<file path="src/rtl/command_handler_pkg.sv">
// VT52-subset decoder constants: ASCII control codes, ESC command letters, FSM encoding.
package command_handler_pkg;

   localparam int COLS = 64;
   localparam int ROWS = 16;

   localparam logic [7:0] CH_BS    = 8'h08;
   localparam logic [7:0] CH_TAB   = 8'h09;
   localparam logic [7:0] CH_LF    = 8'h0A;
   localparam logic [7:0] CH_CR    = 8'h0D;
   localparam logic [7:0] CH_ESC   = 8'h1B;
   localparam logic [7:0] CH_SPACE = 8'h20;
   localparam logic [7:0] CH_DEL   = 8'h7F;

   localparam logic [7:0] ESC_UP    = 8'h41;  // 'A'
   localparam logic [7:0] ESC_DOWN  = 8'h42;  // 'B'
   localparam logic [7:0] ESC_RIGHT = 8'h43;  // 'C'
   localparam logic [7:0] ESC_LEFT  = 8'h44;  // 'D'
   localparam logic [7:0] ESC_HOME  = 8'h48;  // 'H'
   localparam logic [7:0] ESC_EOS   = 8'h4A;  // 'J'
   localparam logic [7:0] ESC_EOL   = 8'h4B;  // 'K'
   localparam logic [7:0] ESC_ADDR  = 8'h59;  // 'Y'

   typedef enum logic [2:0] {
      S_INIT,
      S_FILL_START,
      S_FILL,
      S_IDLE,
      S_ESC,
      S_Y_ROW,
      S_Y_COL
   } state_t;

endpackage

</file>
<file path="src/rtl/command_handler_fill_engine.sv">
// Writes FILL_CHAR-independent addresses for logical cells from..to inclusive, one per cycle.
// First write is registered on the start cycle; busy drops with the last write.
module fill_engine #(
   parameter int COL_BITS = 6,
   parameter int ROW_BITS = 4
) (
   input  logic                         clk,
   input  logic                         clr,
   input  logic                         start,
   input  logic [ROW_BITS+COL_BITS-1:0] from,
   input  logic [ROW_BITS+COL_BITS-1:0] to,
   input  logic [ROW_BITS-1:0]          first_row,
   output logic                         busy,
   output logic [ROW_BITS+COL_BITS-1:0] waddr,
   output logic                         wen
);
   localparam int AW = ROW_BITS + COL_BITS;

   logic [AW-1:0] idx;
   logic [AW-1:0] last;

   // Logical row is offset by the scroll register; the row field wraps by design.
   always_ff @(posedge clk) begin
      if (clr) begin
         busy  <= 1'b0;
         wen   <= 1'b0;
         waddr <= '0;
         idx   <= '0;
         last  <= '0;
      end else if (start) begin
         wen   <= 1'b1;
         waddr <= {first_row + from[AW-1:COL_BITS], from[COL_BITS-1:0]};
         idx   <= from + 1'b1;
         last  <= to;
         busy  <= (from != to);
      end else if (busy) begin
         wen   <= 1'b1;
         waddr <= {first_row + idx[AW-1:COL_BITS], idx[COL_BITS-1:0]};
         idx   <= idx + 1'b1;
         busy  <= (idx != last);
      end else begin
         wen   <= 1'b0;
      end
   end

endmodule

</file>
<file path="src/rtl/command_handler.sv">
// VT52-subset byte interpreter: cursor tracking, char buffer writes and hardware scroll.
// Fills (clear, scroll, erase) stall the byte stream with ready=0 until the last cell is written.
module command_handler
   import command_handler_pkg::*;
#(
   parameter int          COL_BITS  = 6,
   parameter int          ROW_BITS  = 4,
   parameter logic [7:0]  FILL_CHAR = 8'h20
) (
   input  logic                         clk,
   input  logic                         clr,
   input  logic [7:0]                   data,
   input  logic                         valid,
   output logic                         ready,
   output logic [ROW_BITS+COL_BITS-1:0] buffer_waddr,
   output logic [7:0]                   buffer_din,
   output logic                         buffer_wen,
   output logic [ROW_BITS-1:0]          buffer_first_row,
   output logic                         buffer_first_row_wen,
   output logic [ROW_BITS-1:0]          cursor_row,
   output logic [COL_BITS-1:0]          cursor_col
);
   localparam int AW = ROW_BITS + COL_BITS;
   localparam logic [COL_BITS-1:0] COL_MAX  = '1;
   localparam logic [ROW_BITS-1:0] ROW_MAX  = '1;
   localparam logic [COL_BITS-1:0] TAB_MASK = 7;
   localparam logic [7:0]          ROW_LIM  = 8'((1 << ROW_BITS) - 1);
   localparam logic [7:0]          COL_LIM  = 8'((1 << COL_BITS) - 1);

   state_t            state;
   logic              accept;
   logic [7:0]        arg;
   logic [COL_BITS:0] tab_col;
   logic [ROW_BITS-1:0] y_row;
   logic [AW-1:0]     fill_lo, fill_hi, fill_from, fill_to, fill_waddr, chr_addr;
   logic              fill_start, fill_busy, fill_wen, chr_wen;
   logic [7:0]        chr_din;

   assign accept  = valid && ready;
   assign arg     = data - CH_SPACE;
   assign tab_col = {1'b0, cursor_col | TAB_MASK} + 1'b1;

   // ESC J/K start the engine on the accept cycle so the first erase lands one cycle later.
   always_comb begin
      fill_start = 1'b0;
      fill_from  = fill_lo;
      fill_to    = fill_hi;
      if (state == S_FILL_START) begin
         fill_start = 1'b1;
      end else if (accept && state == S_ESC && (data == ESC_EOS || data == ESC_EOL)) begin
         fill_start = 1'b1;
         fill_from  = {cursor_row, cursor_col};
         fill_to    = (data == ESC_EOL) ? {cursor_row, COL_MAX} : '1;
      end
   end

   fill_engine #(.COL_BITS(COL_BITS), .ROW_BITS(ROW_BITS)) u_fill (
      .clk       (clk),
      .clr       (clr),
      .start     (fill_start),
      .from      (fill_from),
      .to        (fill_to),
      .first_row (buffer_first_row),
      .busy      (fill_busy),
      .waddr     (fill_waddr),
      .wen       (fill_wen)
   );

   assign buffer_wen   = chr_wen | fill_wen;
   assign buffer_waddr = fill_wen ? fill_waddr : chr_addr;
   assign buffer_din   = fill_wen ? FILL_CHAR : chr_din;

   always_ff @(posedge clk) begin
      if (clr) begin
         state                <= S_INIT;
         ready                <= 1'b0;
         buffer_first_row     <= '0;
         buffer_first_row_wen <= 1'b0;
         cursor_row           <= '0;
         cursor_col           <= '0;
         chr_wen              <= 1'b0;
         chr_addr             <= '0;
         chr_din              <= '0;
         y_row                <= '0;
         fill_lo              <= '0;
         fill_hi              <= '0;
      end else begin
         buffer_first_row_wen <= 1'b0;
         chr_wen              <= 1'b0;
         case (state)
            S_INIT: begin
               buffer_first_row     <= '0;
               buffer_first_row_wen <= 1'b1;
               fill_lo              <= '0;
               fill_hi              <= '1;
               state                <= S_FILL_START;
            end
            S_FILL_START: state <= S_FILL;
            S_FILL: begin
               if (!fill_busy) begin
                  state <= S_IDLE;
                  ready <= 1'b1;
               end
            end
            S_IDLE: if (accept) begin
               if (data >= CH_SPACE && data < CH_DEL) begin
                  chr_wen  <= 1'b1;
                  chr_addr <= {buffer_first_row + cursor_row, cursor_col};
                  chr_din  <= data;
                  if (cursor_col != COL_MAX) cursor_col <= cursor_col + 1'b1;
               end else begin
                  case (data)
                     CH_CR:  cursor_col <= '0;
                     CH_LF: begin
                        if (cursor_row != ROW_MAX) begin
                           cursor_row <= cursor_row + 1'b1;
                        end else begin
                           // New bottom line is the old top line in the buffer.
                           buffer_first_row     <= buffer_first_row + 1'b1;
                           buffer_first_row_wen <= 1'b1;
                           fill_lo              <= {ROW_MAX, {COL_BITS{1'b0}}};
                           fill_hi              <= '1;
                           ready                <= 1'b0;
                           state                <= S_FILL_START;
                        end
                     end
                     CH_BS:  if (cursor_col != '0) cursor_col <= cursor_col - 1'b1;
                     CH_TAB: cursor_col <= tab_col[COL_BITS] ? COL_MAX : tab_col[COL_BITS-1:0];
                     CH_ESC: state <= S_ESC;
                     default: ;
                  endcase
               end
            end
            S_ESC: if (accept) begin
               state <= S_IDLE;
               case (data)
                  ESC_UP:    if (cursor_row != '0) cursor_row <= cursor_row - 1'b1;
                  ESC_DOWN:  if (cursor_row != ROW_MAX) cursor_row <= cursor_row + 1'b1;
                  ESC_RIGHT: if (cursor_col != COL_MAX) cursor_col <= cursor_col + 1'b1;
                  ESC_LEFT:  if (cursor_col != '0) cursor_col <= cursor_col - 1'b1;
                  ESC_HOME: begin
                     cursor_row <= '0;
                     cursor_col <= '0;
                  end
                  ESC_EOS, ESC_EOL: begin
                     ready <= 1'b0;
                     state <= S_FILL;
                  end
                  ESC_ADDR: state <= S_Y_ROW;
                  default: ;
               endcase
            end
            S_Y_ROW: if (accept) begin
               if (data < CH_SPACE)     y_row <= '0;
               else if (arg > ROW_LIM)  y_row <= ROW_MAX;
               else                     y_row <= arg[ROW_BITS-1:0];
               state <= S_Y_COL;
            end
            S_Y_COL: if (accept) begin
               cursor_row <= y_row;
               if (data < CH_SPACE)     cursor_col <= '0;
               else if (arg > COL_LIM)  cursor_col <= COL_MAX;
               else                     cursor_col <= arg[COL_BITS-1:0];
               state <= S_IDLE;
            end
            default: state <= S_INIT;
         endcase
      end
   end

endmodule

</file>
<file path="config.mk">
export PLATFORM = sky130hd
export DESIGN_NAME = command_handler
export DESIGN_NICKNAME = d
export VERILOG_FILES = /design/src/rtl/command_handler_pkg.sv /design/src/rtl/command_handler_fill_engine.sv /design/src/rtl/command_handler.sv
export SDC_FILE = /design/constraint.sdc
export NUM_CORES = 1
export LEC_CHECK = 0
export CAP_MARGIN = 20
export CORE_UTILIZATION = 63
export CTS_CLUSTER_DIAMETER = 120
export DETAILED_ROUTE_END_ITERATION = 10
export PLACE_DENSITY = 0.86
export SYNTH_ARGS = -nofsm -noshare
export SYNTH_HDL_FRONTEND = slang
export SYNTH_SLANG_ARGS = --single-unit
</file>
<file path="constraint.sdc">
create_clock -name clk -period 4.95 [get_ports clk]
set_input_delay 0.99 -clock clk [delete_from_list [all_inputs] [get_ports clk]]
set_output_delay 0.99 -clock clk [all_outputs]
set_load 0.05 [all_outputs]
</file>
After elaboration in Yosys (flattened, before gate mapping). Index checks and enable logic that the tools add are counted.

$add $sub $neg: 12. Order comparisons: 5. Equal/unequal tests: 38. Mux-type cells: 79. Bitwise operators: 3. Reductions and logical operators: 21.

Operators by type and width (count): 10-bit 2-to-1 mux (18); 8-bit by 7-bit == test with 1-bit output (second input constant) (8); 6-bit 2-to-1 mux (9); 6-bit case mux with 3 select lines (3); 4-bit 2-to-1 mux (13); 10-bit case mux with 2 select lines (2); 8-bit by 4-bit == test with 1-bit output (second input constant) (4); 4-bit case mux with 3 select lines (2); 8-bit AND reduction (3); 3-bit 2-to-1 mux (7); 3-bit case mux with 7 select lines (1); 10-bit by 1-bit adder with 10-bit output (second input constant) (2); 10-bit inequality test (2); 1-bit 2-to-1 mux (18); 2-bit inequality test (second input constant) (7); 4-bit adder (3); 3-bit case mux with 2 select lines (2); 3-bit == test (second input constant) (3); 4-bit by 1-bit adder with 4-bit output (second input constant) (2); 8-bit by 5-bit == test with 1-bit output (second input constant) (1); 8-bit by 6-bit >= comparator with 1-bit output (second input constant) (1); 8-bit by 4-bit > comparator with 1-bit output (second input constant) (1); 8-bit by 6-bit > comparator with 1-bit output (second input constant) (1); 8-bit by 6-bit less-than comparator with 1-bit output (second input constant) (1); 34 further kinds (44).

Bits in registers: 94. Input port bits: 11. Output and inout bits: 35. Word-level logic and storage cells: 175.

Depth between registers and ports, before layout. Gate-level depths: netlist of the first run.

Depth in word-level cells: 7. Gate-level depth with buffers: 13. Depth with buffers taken out: 11.

By module. From an unflattened synthesis of the first run, not the netlist that was laid out.

Cells, all modules: 668. Area, all modules: 5240.0 um^2.

By module, submodules not included: command_handler (instances 1, cells each 454, area an instance 3360.7 um^2, seq. area each 880.8 um^2); fill_engine (instances 1, cells each 214, area an instance 1879.3 um^2, seq. area each 640.6 um^2).

Worst setup path before layout of the first run. Ideal clock, no wire load.

Path type: input port to flip-flop. Start point: input data[4]. End point: register u_fill.waddr[9]. Library setup time: 0.071 ns. Data arrival time: 3.378 ns. Setup slack: 1.502 ns. Stages on the path: 13. Buffers on the path: 2. Cell sequence: buf_2 -> nor4b_4 -> a41oi_1 -> buf_2 -> a221oi_1 -> inv_1 -> ha_1 -> a21o_1 -> a21oi_1 -> xnor2_1 -> xnor2_1 -> nand2_1 -> a21oi_1.

Word-level cells in the longest chain between the ends: 7.

Ends and longest elaborated chain: start: declaration (line command_handler.sv:12) `input logic [7:0] data,`; 8-bit by 7-bit == test with 1-bit output (line command_handler.sv:50) `end else if (accept && state == S_ESC && (data == ESC_EOS || data == ESC_EOL)) begin`; 1-bit logical OR (*) (line command_handler.sv:50); 1-bit logical AND (*) (line command_handler.sv:50); 10-bit 2-to-1 mux (line command_handler.sv:50); 10-bit 2-to-1 mux (line command_handler.sv:48) `if (state == S_FILL_START) begin`; 4-bit adder (line command_handler_fill_engine.sv:32) `waddr <= {first_row + from[AW-1:COL_BITS], from[COL_BITS-1:0]};`; 10-bit 2-to-1 mux (line command_handler_fill_engine.sv:30) `end else if (start) begin`; end signal: assignment (line command_handler_fill_engine.sv:32); end signal: assignment (line command_handler_fill_engine.sv:38) `waddr <= {first_row + idx[AW-1:COL_BITS], idx[COL_BITS-1:0]};`; end: declaration (line command_handler_fill_engine.sv:14) `output logic [ROW_BITS+COL_BITS-1:0] waddr,`.

Every way passes the cells marked *; elsewhere a longest branch is shown, timed or not. A chain may end at the register's enable or synchronous reset.

Worst setup path after layout of the first run. Same ends and word-level chain as after synthesis.

==> out/metrics.csv, run 1 <==
stage;metric;value;unit
route;drt-wirelength-per-cell;19.5;um
critical_path;r2r-end;u_fill.waddr[9];
grt;grt_pass1_wl;24300;um
clock_tree;clk_path_buf_depth;2;
place;pre_cts_ws;599;ps
yosys;ys.flop_type;dfxtp_1;
critical_path;critPathLaunchType;input port;
timing;hold_violations;0;
yosys;synth-adder-area-share;5.36;%
clock_tree;cts_resized;0;
clock_tree;clk_pin_slew;80;ps
min_path;min_to;u_fill.waddr[1];
yosys;synth-simple-area-share;25.5;%
timing;fin_ws;839;ps
route;antenna_left;0;
grt;gr-usage-all-layers;36.5;%
timing;report.final.slew_viol_count;0;
route;drt-pass1-iter-count;6;
min_path;hold_start;u_fill.waddr[1];
cells_and_area;final_nets;682;
timing;fmax;0.243;GHz
critical_path;rr_startpoint;state[0];
yosys;synthesis.nets;665;
timing;max-slew-margin-rel;35.1;%
cells_and_area;diodes;0;
cells_and_area;stdcell_count;755;
grt;grt_max_degree;66;
yosys;async_flop_share;0;%
yosys;synthDistinctLibCells;78;
place;finalWeightedCongestion;0.976;
route;drt_iter0_drc;527;
power;vdd_drop_max;0.224;mV
floorplan;pin_count;46;
timing;hold_slack;456;ps
floorplan;dieArea;8210;um^2
grt;gr-total-overflow;0;
yosys;synth-seq-cells;71;
floorplan;start_util;66.8;%
yosys;avgSynthCellArea;7.80;um^2
clock_tree;cts.sinks;71;
min_path;hold_path_depth;2;
yosys;synth_top_family_by_area;compound AO/OA/AOI/OAI gates;
cells_and_area;drive_gt1_share;9.45;%
cells_and_area;syn_to_final_growth;13.4;%
place;dpl.hpwl;10400;um
yosys;synth_seq_area_share;28.7;%
clock_tree;cts_tree;built;
route;route.detailed.drc;0;
yosys;yosys_warnings;0;
timing;rsz0062_at_grt;no;
yosys;synthXorXnorAreaFrac;4.25;%
yosys;synth-compound-area-share;25.6;%
timing;fin_setup_tns;0;ps
clock_tree;numCtsBuffers;9;
timing;tightest_slew;972;ps
grt;grt_pass1_vias;4898;
critical_path;required;5220;ps
grt;antenna_found_initial;0;
place;dp_cells;739;
timing;setup_viol;0;
place;portBuffers;45;
critical_path;cp.arrival;4380;ps
critical_path;end_kind;flop;
yosys;synthCells;634;
floorplan;die_w;90.6;um
power;power_density;248;nW/um^2
run;cap_violations;0;
timing;min_period_over_period;83.1;%
route;num_vias;5073;
floorplan;fp-row-count;31;
min_path;min_path_type;reg2reg;
floorplan;core;7410;um^2
clock_tree;cts.htree.levels;3;
floorplan;die_height;90.6;um
critical_path;r2r_setup_slack;1450;ps
critical_path;r2r_cells;12;
clock_tree;post_cts_buffers;0;
yosys;synth_area;4950;um^2
yosys;muxShareOfSynthArea;4.38;%
yosys;synth_edf_count;0;
outcome;status;finished, final reports clean;
power;leakagePower;0.00203;uW
route;totalWireLength;14800;um
timing;layout_min_cycle_time;4110;ps
clock_tree;clk_latency;340;ps
critical_path;critical_path_class;in2reg;
critical_path;crit_fanout;11;
timing;skew;9.94;ps
clock_tree;hold_buffers;0;
clock_tree;cts-root-buf;clkbuf_8;
route;vias_per_cell;6.72;
## flip-flops by register name, summed over array words and instances (netlist names), 3 cells and up
name / cells
buffer_first_row: 4
chr_addr: 10
u_fill.waddr: 10
u_fill.idx: 10
chr_din: 8
state: 3
u_fill.last: 5
y_row: 4
cursor_row: 4
cursor_col: 6
## per-stage QoR
step                cell area [um^2]  total power [uW]  utilization, %
floorplan                       4950               827               -
global placement                5400               899            72.9
detailed placement              5400               907            72.9
CTS                             5610              1390            75.7
global route                    5610              1440            75.7
finish                          5610              1390            75.7
## cell usage after synthesis, drive strengths merged (5+ instances only)
| library cell | instances | share of area, % |
|---|---|---|
| nand2 | 84 | 6.4 |
| dfxtp | 71 | 29 |
| a21oi | 49 | 5.0 |
| clkbuf | 39 | 3.0 |
| nor2 | 35 | 2.7 |
| o21ai | 27 | 2.7 |
| inv | 24 | 1.8 |
| nand3 | 23 | 2.3 |
| xnor2 | 20 | 3.5 |
| ha | 18 | 4.6 |
| a211oi | 16 | 2.4 |
| nor3 | 16 | 1.6 |
| mux2 | 13 | 3.0 |
| buf | 12 | 1.3 |
| nand4 | 12 | 1.6 |
| a31oi | 11 | 1.4 |
| nor2b | 10 | 1.3 |
| a221oi | 8 | 1.4 |
| and3 | 7 | 0.89 |
| mux2i | 7 | 1.4 |
| nand2b | 7 | 0.89 |
| nor3b | 7 | 1.1 |
| nor4 | 7 | 1.3 |
| and2 | 6 | 0.76 |
| o211ai | 6 | 0.91 |
| a21o | 5 | 0.76 |
| nand3b | 5 | 0.76 |
| o22ai | 5 | 0.63 |
## layout by cell type (no fill, tap or decap), types with 7 or more instances in the layout
cell / Yosys / layout
o21ai_0: 26 / 26
buf_4: 0 / 12
nand4_1: 11 / 11
nor2_1: 35 / 35
mux2i_1: 7 / 7
nor2b_1: 10 / 10
dfxtp_1: 71 / 71
a21oi_1: 49 / 49
and3_1: 7 / 7
inv_1: 24 / 24
nand2b_1: 7 / 7
nand2_1: 84 / 84
mux2_2: 13 / 13
a221oi_1: 8 / 8
nor3b_1: 7 / 7
nor3_1: 16 / 15
xnor2_1: 20 / 20
clkbuf_8: 0 / 11
nand3_1: 23 / 23
ha_1: 18 / 18
a211oi_1: 16 / 16
a31oi_1: 11 / 11
clkdlybuf4s50_1: 0 / 44
## critical path, stage by stage
cell,delay [ps]
clkdlybuf4s50_1,640
or4b_1,730
nor4_2,570
a221o_1,330
ha_1,250
a21o_1,180
a21oi_1,170
xnor2_1,160
xnor2_1,150
nand2_1,70
a21oi_1,140
## worst max path at each step
stage               slack, ps    start  cells after the start              end
global route              710  data[4]                     11  u_fill.waddr[8]
detailed placement        600  data[4]                     11  u_fill.waddr[8]
global placement          730  data[4]                     11  u_fill.waddr[9]
CTS                       920  data[4]                     11  u_fill.waddr[8]
finish                    840  data[4]                     11  u_fill.waddr[9]
floorplan                1500  data[4]                     13  u_fill.waddr[9]
## cell families (layout without fill, tap and decap cells)
kind of cell	count (synthesis)	in the layout
AOI/OAI and AO/OA	182	182
DFF	71	71
adders and majority gates	20	20
xor gates and xnor gates	24	24
buffers and inverters	76	98
muxes	20	20
and+or+nand+nor	241	241
## where the power goes
| group | total, uW | leakage [uW] | internal (uW) | switching [uW] |
|---|---|---|---|---|
| logic | 270 | 0.00135 | 95.4 | 175 |
| clock network | 490 | 0.000105 | 260 | 231 |
| registers | 631 | 0.000575 | 597 | 34.6 |
| total | 1390 | 0.00203 | 952 | 440 |
## area by class of cell
cell class	count	area [um^2]
clock buffers	11	151
well taps	99	124
inverters	25	93.8
fillers	595	1800
repair buffers	57	536
clock inverters	5	56.3
multi-input cells	487	3230
flip-flops and latches	71	1420
## layer usage
layer | GRT usage [%] | vias to the layer above | wire length (um)
met5 | 0 | - | 0
met4 | 15.1 | 0 | 442
met3 | 6.14 | 46 | 1230
met2 | 60.6 | 273 | 6990
met1 | 46.8 | 2391 | 6100
li1 | - | 2363 | -
(Power assumes the default switching activity.)
==> run 2: changes to the inputs <==
--- a/config.mk
+++ b/config.mk
@@ -6,10 +6,10 @@
 export NUM_CORES = 1
 export LEC_CHECK = 0
 export CAP_MARGIN = 20
-export CORE_UTILIZATION = 63
+export CORE_UTILIZATION = 58
 export CTS_CLUSTER_DIAMETER = 120
 export DETAILED_ROUTE_END_ITERATION = 10
-export PLACE_DENSITY = 0.86
+export PLACE_DENSITY = 0.8
 export SYNTH_ARGS = -nofsm -noshare
 export SYNTH_HDL_FRONTEND = slang
 export SYNTH_SLANG_ARGS = --single-unit
==> constraint.sdc (replaced) <==
create_clock -name clk -period 4.2 [get_ports clk]
set_input_delay 0.84 -clock clk [delete_from_list [all_inputs] [get_ports clk]]
set_output_delay 0.84 -clock clk [all_outputs]
set_load 0.05 [all_outputs]
==> out/metrics.csv, run 2 (synthesis gave the netlist of run 1 again) <==
stage;metric;value;unit;change
outcome;status;finished, final reports clean;;
clock_tree;post_cts_buffers;0;;unchanged
power;power.internal;1050;uW;+9.9%
place;dp_cells;756;;+2.3%
power;power_density;283;nW/um^2;+14%
place;portBuffers;45;;unchanged
min_path;min_path_type;reg2reg;;
grt;gr-total-overflow;0;;unchanged
floorplan;pin_count;46;;unchanged
grt;gr-usage-all-layers;35.7;%;-0.79 points
timing;report.final.slew_viol_count;0;;unchanged
power;p_comb_share;19.8;%;+0.4 points
run;cap_violations;0;;unchanged
cells_and_area;diodes;0;;unchanged
clock_tree;cts.sinks;71;;unchanged
place;dpl.hpwl;10700;um;+3.0%
route;highest_layer;met4;;
route;wl_met1;6420;um;+5.3%
grt;antenna_found_initial;0;;unchanged
power;p_sw_share;35.0;%;+3.3 points
timing;hold_violations;0;;unchanged
route;route.detailed.drc;0;;unchanged
clock_tree;clk_latency;370;ps;+30 ps
grt;grt_pass1_wl;24700;um;+1.6%
clock_tree;clk_pin_slew;100;ps;+20 ps
floorplan;fp-row-count;33;;+6.5%
floorplan;dieArea;8900;um^2;+8.4%
cells_and_area;fill_cells;705;;+18%
route;drt_iter0_drc;481;;-8.7%
timing;fin_ws;643;ps;-196 ps
place;pre_cts_ws;304;ps;-295 ps
clock_tree;numCtsBuffers;9;;unchanged
route;num_vias;5102;;+0.57%
timing;layout_min_cycle_time;3560;ps;
critical_path;cp.arrival;3860;ps;-520 ps
floorplan;die_w;94.4;um;+4.1%
critical_path;required;4500;ps;-720 ps
clock_tree;cts_resized;0;;unchanged
cells_and_area;stdcell_count;772;;+2.3%
cells_and_area;final_area;5680;um^2;+1.2%
route;wl_met2;7180;um;+2.8%
power;power.net_switching;562;uW;+28%
floorplan;core;8220;um^2;+11%
timing;setup_viol;0;;unchanged
power;vdd_drop_max;0.204;mV;-8.9%
critical_path;critPathLaunchType;input port;;
timing;rsz0062_at_grt;no;;
power;clkPwrFrac;33.6;%;-1.6 points
route;vias_per_cell;6.61;;-1.6%
route;totalWireLength;15100;um;+2.4%
clock_tree;cts_tree;built;;
cells_and_area;fin_util;69.1;%;-6.6 points
critical_path;crit_fanout;5;;-6
route;antenna_left;0;;unchanged
clock_tree;cts.htree.levels;3;;unchanged
route;met3RoutedLength;1140;um;-7.4%
route;drt-wirelength-per-cell;19.6;um;+0.13%
timing;fin_setup_tns;0;ps;unchanged
timing;min_period_over_period;84.7;%;
route;drt-pass1-iter-count;5;;-1
grt;grt_pass1_vias;4932;;+0.69%
timing;max-slew-margin-rel;47.4;%;+12 points
floorplan;die_height;94.4;um;+4.1%
place;finalWeightedCongestion;0.958;;-1.8%
power;leakagePower;0.00206;uW;+1.7%
clock_tree;clk_path_buf_depth;2;;unchanged
cells_and_area;largestRegisters;chr_addr: 10 flops, u_fill.idx: 10 flops, u_fill.waddr: 10 flops;;
power;p_seq_share;46.5;%;+1.1 points
timing;tightest_slew;788;ps;-184 ps
floorplan;start_util;60.2;%;-6.6 points
cells_and_area;syn_to_final_growth;14.8;%;
cells_and_area;drive_gt1_share;10.9;%;+1.5 points
clock_tree;cts-root-buf;clkbuf_8;;
critical_path;critical_path_class;in2reg;;
timing;skew;11.3;ps;+1.32 ps
cells_and_area;layout_common_cells;nand2_1, dfxtp_1, a21oi_1;;
cells_and_area;final_nets;693;;+1.6%
clock_tree;hold_buffers;0;;unchanged
place;placed_area;5490;um^2;+1.7%
critical_path;end_kind;flop;;
timing;fmax;0.281;GHz;
cells_and_area;layout_commonest_cell;nand2_1;;
grt;grt_max_degree;66;;unchanged
==> run 2: cell count changes in the layout (fill, tap and decap cells not counted) <==
| cell | delta |
|---|---|
| clkinvlp_4 | +2 |
| clkinv_2 | -2 |
| clkbuf_8 | -2 |
| clkinv_4 | -1 |
| inv_8 | +2 |
| buf_4 | +11 |
| bufinv_16 | -1 |
| inv_6 | +2 |
==> run 2: power by group through the flow <==
stage / Clock [uW] / Sequential (uW) / Combinational [uW]
after global routing: 571 / 754 / 348
after floorplan: 0 / 745 / 229
after CTS: 545 / 747 / 314
after global placement: 0 / 760 / 308
after detailed placement: 0 / 763 / 311
final: 541 / 748 / 319
==> run 2: layout make-up <==
class / instances / area (um^2) / share of cell area [%]
Multi-Input combinational cell: 487 / 3230 / 56.8
Sequential cell: 71 / 1420 / 25.0
Clock inverter: 7 / 62.6 / 1.10
Timing Repair Buffer: 68 / 618 / 10.9
Tap cell: 105 / 131 / 2.31
Inverter: 25 / 93.8 / 1.65
Clock buffer: 9 / 124 / 2.18
==> run 2: per-layer routing <==
| metal | vias to the layer above | GRT usage, % |
|---|---|---|
| met3 | 41 | 6.52 |
| met1 | 2410 | 45.5 |
| met5 | - | 0 |
| met4 | 0 | 14.2 |
| met2 | 255 | 59.5 |
| li1 | 2396 | - |
==> run 2: through the flow <==
step                power (uW)  hold slack [ps]
finish                    1610              455
global route              1670              472
CTS                       1610              459
detailed placement        1070              446
global placement          1070              440
floorplan                  975              428
==> run 2: final timing paths <==
path                    from         endpoint  slack (ps)  depth (start not counted)
max                  data[4]  u_fill.waddr[9]         640                         11
min          u_fill.waddr[1]  u_fill.waddr[1]         450                          2
max reg2reg         state[0]  u_fill.waddr[9]         780                         11
min reg2reg  u_fill.waddr[1]  u_fill.waddr[1]         450                          2
==> run 2: worst max-delay path, stage by stage <==
cell and delay (ps):
clkdlybuf4s50_1 410, or4b_1 680, nor4_2 500, a221o_1 310, ha_1 260, a21o_1 180, a21oi_1 170, xnor2_1 150
xnor2_1 130, nand2_1 70, a21oi_1 150
